`src/rtl/pipelined_cla_adder.sv`:
```
// Pipelined carry-lookahead adder/subtractor, one 16-bit slice per stage; optional flags under PCLA_FLAGS_EN.
// Latency: WIDTH/16 cycles from accept to out_valid; one result per cycle when not stalled.
// Backpressure: stall = out_valid & ~out_ready freezes every stage; in_ready = ~stall.
module pipelined_cla_adder #(
    parameter int WIDTH = 32
) (
    input  logic             clk,
    input  logic             rst,
    input  logic             in_valid,
    output logic             in_ready,
    input  logic [WIDTH-1:0] a,
    input  logic [WIDTH-1:0] b,
    input  logic             c_in,
    input  logic             sub,
    output logic             out_valid,
    input  logic             out_ready,
    output logic [WIDTH-1:0] sum,
    output logic             c_out,
    output logic             overflow,
    output logic             zero,
    output logic             negative
);

    localparam int LAT = WIDTH / 16;

    // 16-bit adder built from four 4-bit groups with a lookahead carry across the groups.
    // Returns {carry_out, sum}.
    function automatic logic [16:0] cla16(input logic [15:0] x, input logic [15:0] y, input logic ci);
        logic [15:0] p;
        logic [15:0] g;
        logic [3:0]  pg;
        logic [3:0]  gg;
        logic [4:0]  cg;
        logic [16:0] c;
        p = x ^ y;
        g = x & y;
        for (int j = 0; j < 4; j++) begin
            pg[j] = &p[4*j +: 4];
            gg[j] = g[4*j+3]
                  | (p[4*j+3] & g[4*j+2])
                  | (p[4*j+3] & p[4*j+2] & g[4*j+1])
                  | (p[4*j+3] & p[4*j+2] & p[4*j+1] & g[4*j]);
        end
        cg[0] = ci;
        cg[1] = gg[0] | (pg[0] & ci);
        cg[2] = gg[1] | (pg[1] & gg[0]) | (pg[1] & pg[0] & ci);
        cg[3] = gg[2] | (pg[2] & gg[1]) | (pg[2] & pg[1] & gg[0]) | (pg[2] & pg[1] & pg[0] & ci);
        cg[4] = gg[3] | (pg[3] & gg[2]) | (pg[3] & pg[2] & gg[1]) | (pg[3] & pg[2] & pg[1] & gg[0])
              | (pg[3] & pg[2] & pg[1] & pg[0] & ci);
        c = '0;
        for (int j = 0; j < 4; j++) begin
            c[4*j] = cg[j];
            for (int i = 0; i < 3; i++) begin
                c[4*j+i+1] = g[4*j+i] | (p[4*j+i] & c[4*j+i]);
            end
        end
        c[16] = cg[4];
        return {c[16], p ^ c[15:0]};
    endfunction

    // Per-stage registers: operand skew (a_q/b_q), sum deskew (s_q), slice carry and valid.
    logic [WIDTH-1:0] a_q  [LAT];
    logic [WIDTH-1:0] b_q  [LAT];
    logic [WIDTH-1:0] s_q  [LAT];
    logic             c_q  [LAT];
    logic             v_q  [LAT];

    // Stage inputs (previous stage registers, or the ports for stage 0) and next-state values.
    logic [WIDTH-1:0] a_st [LAT];
    logic [WIDTH-1:0] b_st [LAT];
    logic [WIDTH-1:0] s_st [LAT];
    logic             c_st [LAT];
    logic             v_st [LAT];
    logic [16:0]      r    [LAT];
    logic [WIDTH-1:0] s_n  [LAT];
    logic             c_n  [LAT];

    logic stall;
    logic advance;

    assign out_valid = v_q[LAT-1] & ~rst;
    assign stall     = out_valid & ~out_ready;
    assign advance   = ~stall;
    assign in_ready  = ~stall;
    assign sum       = rst ? '0 : s_q[LAT-1];
    assign c_out     = c_q[LAT-1] & ~rst;

    // Route each stage's inputs: ports into stage 0 (B inverted for subtract), registers otherwise.
    always_comb begin
        a_st[0] = a;
        b_st[0] = sub ? ~b : b;
        c_st[0] = sub | c_in;
        s_st[0] = '0;
        v_st[0] = in_valid;
        for (int k = 1; k < LAT; k++) begin
            a_st[k] = a_q[k-1];
            b_st[k] = b_q[k-1];
            c_st[k] = c_q[k-1];
            s_st[k] = s_q[k-1];
            v_st[k] = v_q[k-1];
        end
    end

    // Each stage adds its own slice and merges it into the partial sum travelling with it.
    always_comb begin
        for (int k = 0; k < LAT; k++) begin
            r[k]                = cla16(a_st[k][16*k +: 16], b_st[k][16*k +: 16], c_st[k]);
            s_n[k]              = s_st[k];
            s_n[k][16*k +: 16]  = r[k][15:0];
            c_n[k]              = r[k][16];
        end
    end

    // Pipeline registers: cleared on reset, frozen as a whole while the output is stalled.
    always_ff @(posedge clk) begin
        if (rst) begin
            for (int k = 0; k < LAT; k++) begin
                a_q[k] <= '0;
                b_q[k] <= '0;
                s_q[k] <= '0;
                c_q[k] <= 1'b0;
                v_q[k] <= 1'b0;
            end
        end else if (advance) begin
            for (int k = 0; k < LAT; k++) begin
                a_q[k] <= a_st[k];
                b_q[k] <= b_st[k];
                s_q[k] <= s_n[k];
                c_q[k] <= c_n[k];
                v_q[k] <= v_st[k];
            end
        end
    end

    // Already-consumed operand slices are dead after their stage; collected here so they are
    // visibly intentional, and synthesis trims them.
    logic unused_skew;
    always_comb begin
        unused_skew = 1'b0;
        for (int k = 0; k < LAT; k++) begin
            unused_skew = unused_skew ^ (^a_q[k]) ^ (^b_q[k]);
        end
    end

`ifdef PCLA_FLAGS_EN
    logic ov_n;
    logic ov_q;
    logic zero_q;
    logic neg_q;

    // Overflow is carry into the MSB (recovered from the MSB sum bit) XOR carry out of the MSB.
    always_comb begin
        ov_n = (r[LAT-1][15] ^ a_st[LAT-1][WIDTH-1] ^ b_st[LAT-1][WIDTH-1]) ^ c_n[LAT-1];
    end

    // Flags registered alongside the final-stage sum so they stay aligned with it.
    always_ff @(posedge clk) begin
        if (rst) begin
            ov_q   <= 1'b0;
            zero_q <= 1'b0;
            neg_q  <= 1'b0;
        end else if (advance) begin
            ov_q   <= ov_n;
            zero_q <= ~|s_n[LAT-1];
            neg_q  <= s_n[LAT-1][WIDTH-1];
        end
    end

    assign overflow = ov_q & ~rst;
    assign zero     = zero_q & ~rst;
    assign negative = neg_q & ~rst;
`else
    assign overflow = 1'b0;
    assign zero     = 1'b0;
    assign negative = 1'b0;
`endif

endmodule

```
`config.mk`:
```
export PLATFORM = sky130hd
export DESIGN_NAME = pipelined_cla_adder
export DESIGN_NICKNAME = d
export VERILOG_FILES = /design/src/rtl/pipelined_cla_adder.sv
export SDC_FILE = /design/constraint.sdc
export NUM_CORES = 1
export LEC_CHECK = 0
export ABC_AREA = 1
export CORE_ASPECT_RATIO = 1.2
export CORE_UTILIZATION = 45
export CTS_CLUSTER_DIAMETER = 40
export CTS_CLUSTER_SIZE = 20
export DETAILED_ROUTE_END_ITERATION = 10
export HOLD_SLACK_MARGIN = 0.1
export PLACE_DENSITY = 0.82
export SLEW_MARGIN = 5
export SYNTH_ARGS = -nofsm -noshare
export SYNTH_HDL_FRONTEND = slang
export SYNTH_SLANG_ARGS = --single-unit
```
`constraint.sdc`:
```
create_clock -name clk -period 4.4 [get_ports clk]
set_input_delay 0.44 -clock clk [delete_from_list [all_inputs] [get_ports clk]]
set_output_delay 0.44 -clock clk [all_outputs]
set_load 0.05 [all_outputs]
```
### Word level (Yosys, flattened, before mapping)

Memory sizes are Yosys's and may differ from the RTL's.
Cells that the tools add are included.

| storage, ports and cells | value |
|---|---|
| register bits | 0 |
| memory bits (writable) | 196 |
| input port bits | 70 |
| word-level logic and storage cells | 218 |
| memories | 5 |

Memory list:

| memory | depth | width | read ports | clocked after Yosys merged registers in | wr ports | line | RTL |
|---|---|---|---|---|---|---|---|
| a_q | 2 | 32 | 1 | 0 | 2 | 62 | `logic [WIDTH-1:0] a_q [LAT];` |
| b_q | 2 | 32 | 1 | 0 | 2 | 63 | `logic [WIDTH-1:0] b_q [LAT];` |
| s_q | 2 | 32 | 2 | 0 | 2 | 64 | `logic [WIDTH-1:0] s_q [LAT];` |
| c_q | 2 | 1 | 2 | 0 | 2 | 65 | `logic c_q [LAT];` |
| v_q | 2 | 1 | 2 | 0 | 2 | 66 | `logic v_q [LAT];` |

| cells by class | value |
|---|---|
| multiplexer cells | 17 |
| bitwise gates (word level) | 188 |
| reduce and logical (&&, ||, !) cells | 8 |

Operators by type and width:

| cell | count |
|---|---|
| $mux W32 | 8 |
| $and A1 B1 Y1 | 99 |
| $or A1 B1 Y1 | 79 |
| $xor A16 B16 Y16 | 4 |
| $and A16 B16 Y16 | 2 |
| $not A32 Y32 | 1 |
| $reduce_and A4 Y1 | 8 |
| $mux W1 | 9 |
| $not A1 Y1 | 3 |

### Logic depth before layout (Yosys ltp)

Gate-level depths: netlist (run 1).

| logic depth | value |
|---|---|
| depth after elaboration | 19 |
| mapped depth | 18 |

### Worst setup path before layout (run 1)

No wires, ideal clock.

| timing path | value |
|---|---|
| path type | input port to flip-flop |
| from | input sub |
| to | memory s_q[0][15], data pin |
| library setup time | 0.256 ns |
| arrival time | 3.122 ns |
| data required time | 4.144 ns |
| slack | 1.022 ns |
| stages | 16 |
| buffers on the path | 2 |
| path through | buf_6 -> buf_4 -> xor2_1 -> ha_1 -> nand2_1 -> nor2_1 -> nand2_1 -> nand3_2 -> nand2_2 -> nand2_2 -> a21oi_2 -> fa_1 -> fa_1 -> fa_1 -> xor2_1 -> nor2_2 |

RTL lines:

| item | line | RTL |
|---|---|---|
| from (decl) | 14 | `input logic sub,` |
| to (decl) | 64 |  |

==> flow_summary.json, run 1 <==
{
  "drc": 0,
  "pin_count": 108,
  "postSynthCellCount": 535,
  "post-route-period-util_pct": 77.9,
  "vdd_drop_max_v": 0.000195,
  "yosys-top-cells-area": "edfxtp_1, inv_1, fa_1",
  "clock.fmax_ghz": 0.292,
  "worstSetupStartpointType": "input pin",
  "post_cts_resized": 0,
  "power_density_nw_per_um2": 358,
  "hold_class": "flop to flop",
  "cts_root_buffer": "clkbuf_16",
  "combPwrFrac_pct": 25.8,
  "drtPass1Iterations": 5,
  "p_sw_share_pct": 29.0,
  "ys_ff_latch": 84,
  "numCtsBuffers": 9,
  "nets": 760,
  "tightestPinTransition_ns": 1.12,
  "drv_cap": 0,
  "hold_viol_final": 0,
  "drive_above_1_share_pct": 5.79,
  "dieArea_um2": 12200,
  "routed_wl_mm": 9.93,
  "cp_slowest_cell": "fa_1",
  "yosys-top-cells-count": "inv_1, nor2_1, edfxtp_1",
  "cp_cell_sequence": "clkdlybuf4s50_1, xnor2_1, inv_1, ha_1, nand2_1, nor2_1, nand2_1, nand3_2, nand2_2, nand2_2, a21oi_2, fa_1, fa_1, fa_1, xor2_1, nor2_2",
  "slowest_delay_ns": 0.43,
  "finalClockSkew_ns": 0.00654,
  "grt_pass1_vias": 3769,
  "core-area_um2": 11500,
  "synth-async-reset-ratio_pct": 0,
  "area_delta_synth_final_pct": 25.5,
  "fillCellCount": 1001,
  "routed-via-count": 3675,
  "net-switching-power_mw": 0.692,
  "p_total_mw": 2.39,
  "antenna_found_initial": 0,
  "grt_pass1_wl_mm": 16.4,
  "port_buffers": 104,
  "end_kind": "flop",
  "synth_most_common_cell": "inv_1",
  "yosys.area.top_type": "edfxtp_1",
  "clock_path_buffers": 2,
  "crit_type": "input pin to flop",
  "slew-limit-headroom_pct": 25.2,
  "cts_tree": "yes",
  "die_w_um": 101,
  "yosysTopAreaCellShare_pct": 47.5,
  "path_max_fanout": 2,
  "netlist_area_um2": 5310,
  "pwr-share-seq_pct": 43.8,
  "post-route-min-period_ns": 3.43,
  "p_int_mw": 1.69,
  "hold_buffers": 0,
  "cpMostUsedCell": "fa_1",
  "yosysWarnings": 0,
  "holdWs_ns": 0.544,
  "globalRouteOverflowTotal": 0,
  "maxSlewViolCount": 0,
  "fp.dieH_um": 121,
  "clock_sinks": 84,
  "setup_viol": 0,
  "post_cts_buffers": 0,
  "grt_max_degree": 85,
  "synth_edf_count": 84,
  "p_clk_share_pct": 30.4,
  "diodes": 0,
  "dpl.cell_count": 780,
  "arrival_ns": 3.48,
  "drt-vias-per-instance": 4.62,
  "grt_setup_unrepaired": "false",
  "clock_latency_ns": 0.33,
  "first_iter_violations": 129,
  "syn_area_per_cell_um2": 9.92,
  "r2r_slack_ns": 1.13,
  "track_usage_pct": 17.5,
  "yosysUniqueCellTypes": 28,
  "cp.required_ns": 4.46,
  "tns_ns": 0,
  "cts.clk_slew.worst_paths_ns": 0.06,
  "synth_seq_area_share_pct": 47.5,
  "gp_congestion": 0.831,
  "ant_nets": 0,
  "synth_ff_type": "edfxtp_1",
  "num_rows": 43,
  "hpwl_mm": 7.27,
  "routedWlPerCell_um": 12.5,
  "cts_htree_levels": 3,
  "run_status": "completed",
  "initial_core_util_pct": 46.1,
  "p_leak_nw": 3.03,
  "fin_cells": 796
}
==> power by group through the flow <==
stage                     sequential, mW  combinational, mW  clock [mW]
after detailed placement            1.06              0.616           0
after CTS                           1.05              0.621       0.740
final                               1.05              0.615       0.726
after floorplan                     1.05              0.434           0
after global placement              1.06              0.583           0
after global routing                1.06              0.688       0.768
==> cells by family after synthesis <==
group	share of synthesized area [%]
compound gates	1.06
xor+xnor	6.60
fa+ha+maj	16.6
buf+inv	13.0
flops	47.5
other cells	0.0707
simple gates	15.1
==> state kept, by name (all words and copies together) (netlist names) <==
register / count
b_q: 16
v_q: 2
a_q: 16
s_q: 48
c_q: 2
==> worst max-delay path: cells and delay by family <==
family	cells	cell delay (ns)
adders and majority gates	4	1.57
buffers and inverters	2	0.49
and+or+nand+nor	7	0.50
AOI/OAI and AO/OA	1	0.06
xor gates and xnor gates	2	0.43
==> placed cells by master (no fill, tap or decap), drive strengths merged <==
| cell type | Yosys | final |
|---|---|---|
| nand4 | 6 | 6 |
| a21o | 1 | 1 |
| bufinv | 0 | 1 |
| clkdlybuf4s50 | 0 | 103 |
| a21oi | 8 | 8 |
| nand3 | 12 | 12 |
| xnor2 | 30 | 30 |
| nand2 | 37 | 37 |
| buf | 17 | 3 |
| inv | 132 | 132 |
| o21ai | 1 | 1 |
| clkbuf | 3 | 9 |
| edfxtp | 84 | 84 |
| xor2 | 10 | 10 |
| or2 | 1 | 1 |
| clkinv | 0 | 6 |
| ha | 32 | 32 |
| nor2 | 135 | 135 |
| fa | 24 | 24 |
| conb | 1 | 3 |
| and3 | 1 | 1 |
==> layer usage <==
| metal | GRT usage, % | part of all wire (%) | wire, um |
|---|---|---|---|
| met5 | 0 | 0 | 0 |
| met4 | 7.52 | 1.4 | 137 |
| met3 | 3.17 | 4.0 | 398 |
| met2 | 33.7 | 56 | 5610 |
| met1 | 18.3 | 38 | 3790 |
==> metrics by stage <==
step,instance area [um^2],util (%),worst slack [ns]
2_1_floorplan,5320,-,1.02
3_3_place_gp,6380,55.4,0.742
3_5_place_dp,6380,55.4,0.613
4_1_cts,6660,57.9,0.973
5_1_grt,6660,57.9,0.735
6_report,6660,57.9,0.972
==> layout make-up <==
type | instances | area [um^2] | share of cell area, %
clock buffers | 9 | 225 | 3.38
multi-input cells | 301 | 2110 | 31.7
inverters | 132 | 495 | 7.44
repair buffers | 106 | 1050 | 15.8
clock inverters | 7 | 57.6 | 0.864
well taps | 157 | 196 | 2.95
flip-flops and latches | 84 | 2520 | 37.9
==> path summary, 6_finish.rpt <==
path / to / cells after the start / from
worst max-delay path: s_q[0][15]$_SDFFCE_PN0P_ / 16 / b[1]
worst min-delay path: s_q[0][47]$_SDFFCE_PN0P_ / 2 / s_q[0][15]$_SDFFCE_PN0P_
worst max register to register: s_q[0][63]$_SDFFCE_PN0P_ / 13 / b_q[0][19]$_SDFFCE_PN0P_
worst min register to register: s_q[0][47]$_SDFFCE_PN0P_ / 2 / s_q[0][15]$_SDFFCE_PN0P_
(Power assumes the default switching activity.)
==> run 2, diff against run 1 <==
--- a/config.mk
+++ b/config.mk
@@ -12,7 +12,7 @@
 export CTS_CLUSTER_SIZE = 20
 export DETAILED_ROUTE_END_ITERATION = 10
 export HOLD_SLACK_MARGIN = 0.1
-export PLACE_DENSITY = 0.82
+export PLACE_DENSITY = 0.85
 export SLEW_MARGIN = 5
 export SYNTH_ARGS = -nofsm -noshare
 export SYNTH_HDL_FRONTEND = slang
==> constraint.sdc (replaced) <==
create_clock -name clk -period 3.06 [get_ports clk]
set_input_delay 0.306 -clock clk [delete_from_list [all_inputs] [get_ports clk]]
set_output_delay 0.306 -clock clk [all_outputs]
set_load 0.05 [all_outputs]
==> flow_summary.json, run 2 (synthesized netlist as in run 1, its figures left out) <==
{
  "tightestPinTransition_ns": 0.597,
  "layout_common_cells": "inv_1, nor2_1, edfxtp_1",
  "grtUsageMet2_pct": 36.3,
  "p_leak_nw": 3.33,
  "tns_ns": 0,
  "end_kind": "flop",
  "cts.clk_slew.worst_paths_ns": 0.06,
  "dieArea_um2": 12200,
  "drv_cap": 0,
  "pin_count": 108,
  "cts_htree_levels": 3,
  "maxSlewViolCount": 0,
  "hold_viol_final": 0,
  "largest_reg_flops": 48,
  "grt_max_degree": 39,
  "grt_setup_unrepaired": "false",
  "reg_top3": "s_q x48, a_q x16, b_q x16",
  "path_max_fanout": 2,
  "post-route-period-util_pct": 96.9,
  "cp_cell_sequence": "clkdlybuf4s50_1, xnor2_1, inv_1, ha_1, nand2_1, nor2_2, nand2_2, nand2_2, a21oi_2, fa_2, fa_2, fa_2, nor2_2",
  "post-route-min-period_ns": 2.97,
  "mostFrequentLayoutCell": "inv_1",
  "drt-vias-per-instance": 4.63,
  "cts_tree": "yes",
  "crit_buf_inv": 2,
  "first_iter_violations": 150,
  "grt_use_met1_pct": 19.7,
  "track_usage_pct": 19.1,
  "initial_core_util_pct": 46.1,
  "clock.fmax_ghz": 0.337,
  "crit_family": "adder cells",
  "setup_viol": 0,
  "cts_root_buffer": "clkbuf_16",
  "multi_input_area_um2": 2250,
  "area_delta_synth_final_pct": 33.3,
  "grt_pass1_wl_mm": 17.7,
  "port_buffers": 104,
  "arrival_ns": 3.05,
  "net-switching-power_mw": 1.05,
  "p_clk_share_pct": 34.6,
  "globalRouteOverflowTotal": 0,
  "p_sw_share_pct": 27.6,
  "grt_pass1_vias": 4024,
  "p_total_mw": 3.80,
  "numCtsBuffers": 9,
  "drive_above_1_share_pct": 19.3,
  "hold_class": "flop to flop",
  "ant_nets": 0,
  "finalClockSkew_ns": 0.00647,
  "fillCellCount": 925,
  "p_int_mw": 2.75,
  "power_density_nw_per_um2": 537,
  "die_w_um": 101,
  "antenna_found_initial": 0,
  "routed_wl_mm": 11.2,
  "combPwrFrac_pct": 25.7,
  "diodes": 0,
  "slowest_delay_ns": 0.55,
  "nets": 791,
  "fp.dieH_um": 121,
  "regMostFlops": "s_q",
  "slew-limit-headroom_pct": 60.0,
  "area.sequential_um2": 2520,
  "hold_buffers": 0,
  "worstSetupStartpointType": "input pin",
  "cpMostUsedCell": "fa_2",
  "top_usage_layer": "met2",
  "fin_cells": 827,
  "crit_type": "input pin to flop",
  "pwr-share-seq_pct": 39.7,
  "core-area_um2": 11500,
  "clock_latency_ns": 0.34,
  "routedWlPerCell_um": 13.5,
  "num_rows": 43,
  "cp.required_ns": 3.14,
  "clock_path_buffers": 2,
  "dpl.cell_count": 806,
  "cp_slowest_cell": "fa_2",
  "drtPass1Iterations": 4,
  "routed-via-count": 3828,
  "vdd_drop_max_v": 0.000305,
  "drc": 0,
  "clock_sinks": 84,
  "hpwl_mm": 8.13,
  "grt_use_met3_pct": 3.00,
  "run_status": "completed",
  "gp_congestion": 0.845
}
[run 2: path summary, 6_finish.rpt]
check,from,to,slack (ns),cells past startpoint
max reg2reg,a_q[0][18]$_SDFFCE_PN0P_,s_q[0][58]$_SDFFCE_PN0P_,0.13,13
min reg2reg,v_q[0][0]$_SDFFCE_PN0P_,v_q[0][1]$_SDFFCE_PN0P_,0.55,2
min,v_q[0][0]$_SDFFCE_PN0P_,v_q[0][1]$_SDFFCE_PN0P_,0.55,2
max,b[4],s_q[0][14]$_SDFFCE_PN0P_,0.09,13
[run 2: per-stage QoR]
stage          hold WS, ns  util [%]  instance area, um^2  setup WS (ns)
6_report             0.545      61.5                 7080         0.0939
5_1_grt              0.571      61.5                 7080         0.0107
4_1_cts              0.550      60.8                 7000        0.00549
3_5_place_dp         0.533      56.9                 6550         -0.459
3_3_place_gp         0.526      56.9                 6550         -0.271
2_1_floorplan        0.514         -                 5340        0.00717
[run 2: what timing repair did]
item / 4_1_cts / 5_1_grt
pin swaps: 20 / 6
setup buffers: 5 / 0
setup endpoints to repair: 4 / 4
resized for setup: 16 / 14
[run 2: worst register-to-register path, delay by kind of cell, from the launching register on]
kind	cells	cell delay, ns
simple gates	5	0.47
buf+inv	3	0.28
flops	1	0.41
compound gates	1	0.11
fa+ha+maj	4	1.52
[run 2: routing by layer]
metal / routed length [um] / share of wire [%]
met5: 0 / 0
met2: 6170 / 55
met1: 4100 / 37
met4: 470 / 4.2
met3: 440 / 3.9
[run 2: power groups by stage]
stage,sequential (mW),clock [mW],combinational [mW]
after floorplan,1.51,0,0.630
after global placement,1.52,0,0.876
after detailed placement,1.53,0,0.930
after CTS,1.51,1.33,0.956
after global routing,1.53,1.37,1.08
final,1.51,1.31,0.978
[run 2: final cells by class]
cell class | instances | area share (%)
clock buffer | 10 | 3.24
sequential | 84 | 35.6
inverter | 132 | 7.00
multi-input combinational | 301 | 31.8
timing repair buffer | 137 | 17.6
tap | 157 | 2.78
clock inverter | 6 | 1.93
==> run 3, diff against run 2 <==
--- a/config.mk
+++ b/config.mk
@@ -7,12 +7,12 @@
 export LEC_CHECK = 0
 export ABC_AREA = 1
 export CORE_ASPECT_RATIO = 1.2
-export CORE_UTILIZATION = 45
+export CORE_UTILIZATION = 47
 export CTS_CLUSTER_DIAMETER = 40
 export CTS_CLUSTER_SIZE = 20
 export DETAILED_ROUTE_END_ITERATION = 10
 export HOLD_SLACK_MARGIN = 0.1
-export PLACE_DENSITY = 0.85
+export PLACE_DENSITY = 0.88
 export SLEW_MARGIN = 5
 export SYNTH_ARGS = -nofsm -noshare
 export SYNTH_HDL_FRONTEND = slang
==> flow_summary.json, run 3 (synthesized netlist as in run 1, its figures left out) <==
{
  "numCtsBuffers": 9,
  "fin_cells": 806,
  "p_leak_nw": 3.44,
  "initial_core_util_pct": 48.1,
  "grt_pass1_vias": 3844,
  "r2r_start": "b_q[0][18]$_SDFFCE_PN0P_",
  "area_delta_synth_final_pct": 38.3,
  "cpMostUsedCell": "fa_2",
  "setup_viol": 0,
  "power_density_nw_per_um2": 484,
  "maxSlewViolCount": 0,
  "post_dp_cell_area_um2": 6850,
  "fillCellCount": 826,
  "min_to": "s_q[0][46]$_SDFFCE_PN0P_",
  "r2r_slack_ns": 0.12,
  "drive_above_1_share_pct": 19.7,
  "cts_htree_levels": 3,
  "hold_buffers": 0,
  "layout_common_cells": "inv_1, nor2_1, edfxtp_1",
  "slowest_delay_ns": 0.57,
  "largest_reg_flops": 48,
  "hold_class": "flop to flop",
  "drtPass1Iterations": 6,
  "finalClockSkew_ns": 0.00471,
  "post-route-period-util_pct": 97.1,
  "core-area_um2": 11000,
  "clock_path_buffers": 2,
  "globalRouteOverflowTotal": 0,
  "clock.fmax_ghz": 0.337,
  "ant_nets": 0,
  "port_buffers": 104,
  "clock_sinks": 84,
  "fp.dieH_um": 118,
  "track_usage_pct": 19.7,
  "drv_cap": 0,
  "reg_top3": "s_q x48, a_q x16, b_q x16",
  "run_status": "completed",
  "grt_max_degree": 85,
  "first_iter_violations": 130,
  "startpoint": "b[8]",
  "cp.required_ns": 3.14,
  "hold_start": "s_q[0][14]$_SDFFCE_PN0P_",
  "holdWs_ns": 0.546,
  "diodes": 0,
  "cp_cell_sequence": "clkdlybuf4s50_1, xnor2_1, inv_1, ha_1, nand2_1, nor2_4, a21oi_4, fa_2, fa_2, fa_2, nor2_2",
  "hpwl_mm": 8.05,
  "r2r_end": "s_q[0][63]$_SDFFCE_PN0P_",
  "mostFrequentLayoutCell": "inv_1",
  "drt-vias-per-instance": 4.72,
  "hold_viol_final": 0,
  "arrival_ns": 3.05,
  "nets": 795,
  "pin_count": 108,
  "post-route-min-period_ns": 2.97,
  "whs_path_depth": 2,
  "path_max_fanout": 2,
  "r2r_cells": 13,
  "vdd_drop_max_v": 0.000252,
  "grt_pass1_wl_mm": 17.5,
  "multi_input_area_um2": 2270,
  "fin_area_um2": 7340,
  "gp_congestion": 0.861,
  "antenna_found_initial": 0,
  "cts_tree": "yes",
  "worstSetupStartpointType": "input pin",
  "crit_type": "input pin to flop",
  "cts.clk_slew.worst_paths_ns": 0.06,
  "area.sequential_um2": 2520,
  "clock_latency_ns": 0.34,
  "routed_wl_mm": 11.1,
  "end_kind": "flop",
  "tns_ns": 0,
  "p_total_mw": 3.56,
  "cts_root_buffer": "clkbuf_16",
  "cp_slowest_cell": "fa_2",
  "die_w_um": 99.0,
  "routed-via-count": 3807,
  "dieArea_um2": 11700,
  "num_rows": 42,
  "routedWlPerCell_um": 13.8,
  "drc": 0,
  "dpl.cell_count": 782,
  "regMostFlops": "s_q"
}
==> run 3: cell types whose count changed in the layout (fill, tap and decap cells not counted), moves of 2 or more <==
| cell | previous run | this run |
|---|---|---|
| bufinv_16 | 4 | 0 |
| dlymetal6s2s_1 | 3 | 8 |
| xnor2_1 | 27 | 24 |
| ha_1 | 26 | 28 |
| xnor2_2 | 3 | 6 |
| clkinv_1 | 0 | 2 |
| buf_4 | 65 | 42 |
| buf_12 | 4 | 30 |
| dlygate4sd2_1 | 6 | 0 |
==> run 3: stage by stage <==
step                      utilization (%)  worst slack [ns]
after floorplan                         -           0.00717
after CTS                            64.7            0.0183
after global placement               62.1            -0.284
after detailed placement             62.1            -0.448
after global routing                 66.5          -0.00403
final                                66.5            0.0885
==> run 3: worst max path at each step <==
stage,to,slack (ns),depth (start not counted)
2_1_floorplan,s_q[0][10]$_SDFFCE_PN0P_,0.007,17
3_3_place_gp,s_q[0][10]$_SDFFCE_PN0P_,-0.28,17
3_5_place_dp,s_q[0][10]$_SDFFCE_PN0P_,-0.45,17
4_1_cts,s_q[0][10]$_SDFFCE_PN0P_,0.02,17
5_1_grt,s_q[0][15]$_SDFFCE_PN0P_,-0.004,14
6_report,s_q[0][14]$_SDFFCE_PN0P_,0.09,11
==> run 3: cell type report <==
cell class / instances / area share (%)
Multi-Input combinational cell: 301 / 30.9
Timing Repair Buffer: 141 / 22.2
Tap cell: 132 / 2.25
Clock buffer: 11 / 3.17
Sequential cell: 84 / 34.4
Inverter: 132 / 6.75
Clock inverter: 5 / 0.392
==> run 3: critical path: cells and delay by family <==
family | cells | cell delay (ns)
buf+inv | 2 | 0.50
compound gates | 1 | 0.07
fa+ha+maj | 4 | 1.69
simple gates | 3 | 0.26
xor+xnor | 1 | 0.22
==> run 3: power by group <==
group / total, mW / internal (mW) / switching [mW]
Combinational: 1.07 / 0.501 / 0.567
Sequential: 1.51 / 1.45 / 0.0606
Clock: 0.981 / 0.545 / 0.436
Total: 3.56 / 2.49 / 1.06
==> run 3: per-layer routing <==
layer  wire, um  track usage [%]  up-vias  part of all wire [%]
met5          0                0        -                     0
met4        295             7.84        0                   2.7
met3        356             3.73       26                   3.2
met2       6310             37.9       86                    57
met1       4140             20.6     1815                    37
li1           -                -     1880                     -
==> run 3: what timing repair did <==
item | 4_1_cts | 5_1_grt
pin swaps | 0 | 19
resized for setup | 5 | 33
setup endpoints to repair | 6 | 8
setup buffers | 0 | 8
==> variant 1 (flow settings as in run 2) <==
Add a define of `PCLA_FLAGS_EN`.
--- a/src/rtl/pipelined_cla_adder.sv
+++ b/src/rtl/pipelined_cla_adder.sv
@@ -2,4 +2,6 @@
 // Latency: WIDTH/16 cycles from accept to out_valid; one result per cycle when not stalled.
 // Backpressure: stall = out_valid & ~out_ready freezes every stage; in_ready = ~stall.
+`define PCLA_FLAGS_EN
+
 module pipelined_cla_adder #(
     parameter int WIDTH = 32
Check against the original RTL: not equivalent (a bounded check fails within 4 cycles, from zero or initial values and one cycle with rst high).
==> variant 1 against run 2 <==
Largest cell class unchanged. Clock skew increased by 0.00079 ns. Worst setup slack got worse by 0.33 ns. Total power barely moved. Synthesized area up 1.7%. Clock power fell by 18%. The run now ends with setup timing left. Highest routed layer unchanged. Largest power group unchanged. Sequential cell count grew 3. Wire length rose by 3.8%. Final area increased by 5.6%. Die area up 1.6%. Hold slack worse by 0.053 ns. Sequential share of layout area is 1.1 points lower.
==> variant 1: results (changes against run 2) <==
outcome complete, but fails checks; failing checks setup timing; R2R Path Start b_q[0][16]$_SDFFCE_PN0P_; first-pass GRT wire length 18,600 um (+4.9%); synthesized area 5400 sq um (+1.7%); CTS buffer count 9 (unchanged); share of cells above drive strength 1 23.6% (+4.3 points); slowest CP cell edfxtp_1; final setup margin -0.232 ns (-0.326 ns); worst-path fanout max 3 (+1); worst path arrival time 3.58 ns (+0.53 ns); global placer's final weighted congestion 0.791 (-6.4%); Setup WS pre-CTS -0.770 ns (-0.311 ns); crit-path max cell delay 0.42 ns (-0.13 ns); met2 wire len 6170 um (about the same); setup TNS -0.730 ns (-0.730 ns); final setup fails 6 (+6); crit path from b_q[0][16]$_SDFFCE_PN0P_; cts repair resizes 56 (+40); final wirelength 11,600 um (+3.8%); DP HPWL 8570 um (+5.4%); port bufs 107 (+2.9%); Clock Skews 0.00726 ns (+0.000795 ns); Tightest Pin Transition 1.02 ns (+0.425 ns); GRT Util Overall 19.6% (+0.45 points); DRT met1 WL 4490 um (+9.4%); fillcell total 914 (-1.2%); Syn Nets around 700; P_leak 3.45 nW (+3.5%); Post-Layout Cell Count 873 (+5.6%); Commonest cells post-synth 135 x inv_1, 134 x nor2_1, 84 x edfxtp_1; met3 wire length 565 um (+28%); top area cells in the synthesized netlist edfxtp_1 47%, inv_1 9.4%, nor2_1 9.3%; switching part of the total 30.3% (+2.8 points); Mapped Avg Cell Area 9.65 sq um (-2.7%); # Post-CTS Setup Buffers 9 (+4); Comb power frac 30.8% (+5.1 points); number of global-route vias before repair 4,267 (+6.0%); worst r2r dst ov_q$_SDFFE_PP0N_; largest net degree at the start of global routing 86 (+120%); diodes inserted 0 (unchanged); cell count of the worst reg-to-reg path 17 (+4); Vias/cell 4.66 (+0.62%); maximum VDD drop 0.241 mV (-21%); fin nets 837 (+5.8%); clock share of power 28.1% (-6.5 points); Seq/Total Area, Yosys 47.9% (+0.33 points)
## variant 1: cell families after synthesis
kind of cell    Yosys count  share of synthesized area [%]
flops                    87                           47.9
simple gates            209                           16.2
buf+inv                 153                           11.6
fa+ha+maj                56                           16.3
xor+xnor                 41                           6.65
compound gates           13                           1.37
## variant 1: per-stage QoR
step | total power [mW] | hold slack [ns] | utilization (%) | instance area [sq um]
2_1_floorplan | 2.23 | 0.452 | - | 5470
3_3_place_gp | 2.56 | 0.472 | 58.5 | 6800
3_5_place_dp | 2.63 | 0.511 | 58.5 | 6800
4_1_cts | 3.75 | 0.520 | 62.8 | 7300
5_1_grt | 3.98 | 0.540 | 64.3 | 7470
6_report | 3.80 | 0.493 | 64.3 | 7470
## variant 1: area by class of cell
cell class	count	area, sq um	share of cell area, %
repair buffers	159	1390	18.6
flip-flops and latches	87	2580	34.6
clock inverters	7	62.6	0.837
multi-input cells	319	2500	33.5
inverters	135	510	6.83
well taps	157	196	2.63
clock buffers	9	225	3.01
## variant 1: how the worst min path moves through the flow
stage                              startpoint             endpoint  cells after the start
after global routing       neg_q$_SDFFE_PP0N_   neg_q$_SDFFE_PP0N_                      2
final                     zero_q$_SDFFE_PP0N_  zero_q$_SDFFE_PP0N_                      2
after global placement     neg_q$_SDFFE_PP0N_   neg_q$_SDFFE_PP0N_                      2
after CTS                  neg_q$_SDFFE_PP0N_   neg_q$_SDFFE_PP0N_                      2
after floorplan           zero_q$_SDFFE_PP0N_  zero_q$_SDFFE_PP0N_                      2
after detailed placement   neg_q$_SDFFE_PP0N_   neg_q$_SDFFE_PP0N_                      2
## variant 1: metal layers
layer	vias to the layer above	track usage, %
met2	136	36.0
met1	1877	21.3
met5	-	0
met3	33	3.21
li1	2020	-
met4	0	10.0
==> variant 2 (config.mk and constraints of run 2) <==
Made on the original files. Change the parameter `WIDTH` from 32 to 64.
--- a/src/rtl/pipelined_cla_adder.sv
+++ b/src/rtl/pipelined_cla_adder.sv
@@ -3,5 +3,5 @@
 // Backpressure: stall = out_valid & ~out_ready freezes every stage; in_ready = ~stall.
 module pipelined_cla_adder #(
-    parameter int WIDTH = 32
+    parameter int WIDTH = 64
 ) (
     input  logic             clk,
Ports: changed (resized a, b and sum); port bits go from 108 to 204. The function was not compared with the original's and may differ.
==> variant 2 against run 2 <==
Count of clock-buffer cells in the layout increased by 33. Critical path type is now flip-flop to flip-flop. Synthesized cell count rose to 3.1 times the old value. Register-to-register slack lost 0.09 ns. Synthesized area rose to 3.3 times the old value. Largest cell class unchanged. Combinational power increased by 50%. Critical path depth stayed put. Clock power rose to 3.7 times the old value. Global-route usage shrank 3.3 points. Worst setup slack worse by 0.051 ns. Sequential cell count increased by 276. Wire length grew to 2.8 times the old value. Total power grew to 3.3 times the old value. Final area grew to 3.1 times the old value. Via count rose to 2.8 times the old value.
==> variant 2: results (changes against run 2) <==
global placer's final weighted congestion 0.851 (+0.71%); CTS root buf clkbuf_16; first-pass GRT wire length 50,400 um (+180%); Final min period 3.02 ns (+0.0507 ns); post-synth top area share 61.4% (+14 points); Mapped Cells 1,632 (+210%); CTS buffer count 40 (+31); Adder-Cell Fraction of Synth Area 10.0% (-6.6 points); Clock Path Buffers 3 (+1); slowest CP cell edfxtp_1; Seq/Total Area, Yosys 61.4% (+14 points); share of cells above drive strength 1 8.85% (-10 points); worst-path fanout max 3 (+1); port bufs 200 (+92%); Vias/cell 4.45 (-3.9%); H-tree levels 2 (-1); top area cells in the synthesized netlist edfxtp_1 61%, nor2_1 9.7%, inv_1 9.3%; Largest regs s_q (160), a_q (96), b_q (96); Synth Area in XOR/XNOR 3.98% (-2.6 points); P_comb 1.47 mW (+50%); crit path from a_q[0][178]$_SDFFCE_PN0P_; maximum VDD drop 0.333 mV (+9.1%); Post-Layout Cell Count 2,426 (+190%); Min-Delay Endpoint a_q[0][38]$_SDFFCE_PN0P_; Clock Skews 0.0243 ns (+0.0179 ns); DP HPWL 21,000 um (+160%); antenna violations before repair 3 (+3); Synth cell types 23 (-18%); P_leak 9.48 nW (+180%); Routed WL per cell 12.9 um (-4.6%); hold path startpoint a[38]; clock share of power 39.5% (+4.9 points); placed instance count 2,341 (+190%); worst path arrival time 3.30 ns (+0.25 ns); largest net degree at the start of global routing 100 (+160%); Post-synth EDFFs 360 (+330%); worst r2r dst s_q[0][255]$_SDFFCE_PN0P_; Clk Latency, worst-skew pair 0.55 ns (+0.21 ns); Pwr Total 12.4 mW (+230%); Worst slew margin 49.5% (-11 points); initial drt markers 626 (+320%); hold crit path type input port to flip-flop; Synth Flop Type edfxtp_1; Synth Area in Compound Gates 0.697% (-0.36 points); TritonRoute pass-1 iters 5 (+1); number of global-route vias before repair 10,800 (+170%); outcome completed; Commonest cells post-synth 455 x nor2_1, 436 x inv_1, 360 x edfxtp_1; CP endpoint kind flip-flop; GRT Util Overall 15.9% (-3.3 points); Setup WS pre-CTS -0.573 ns (-0.114 ns)
[variant 2: cell type report]
cell class                 count  area share, %
inverter                     436           7.45
clock buffer                  43           4.61
multi-input combinational    782           22.9
clock inverter                31           1.76
antenna                        1         0.0114
timing repair buffer         247           11.1
sequential                   360           49.2
tap                          526           2.99
[variant 2: routing by layer]
layer,up-vias,GRT usage [%],routed length [um]
met5,-,0,11
met4,2,6.64,1020
met3,76,2.87,1220
met2,215,28.9,16300
met1,5082,18.2,12800
li1,5417,-,-
[variant 2: timing repair]
action / 4_1_cts / 5_1_grt
buffers inserted: 1 / 9
endpoints found under the setup margin: 5 / 9
pin swaps: 0 / 18
gates resized for setup: 8 / 31
[variant 2: per-stage QoR]
stage | TNS, ns | instance area (sq um) | hold WS [ns]
finish | 0 | 22000 | 0.400
global route | -0.185 | 22000 | 0.385
CTS | 0 | 21800 | 0.362
detailed placement | -3.12 | 20300 | 0.528
global placement | -2.14 | 20300 | 0.522
floorplan | -0.227 | 17700 | 0.514
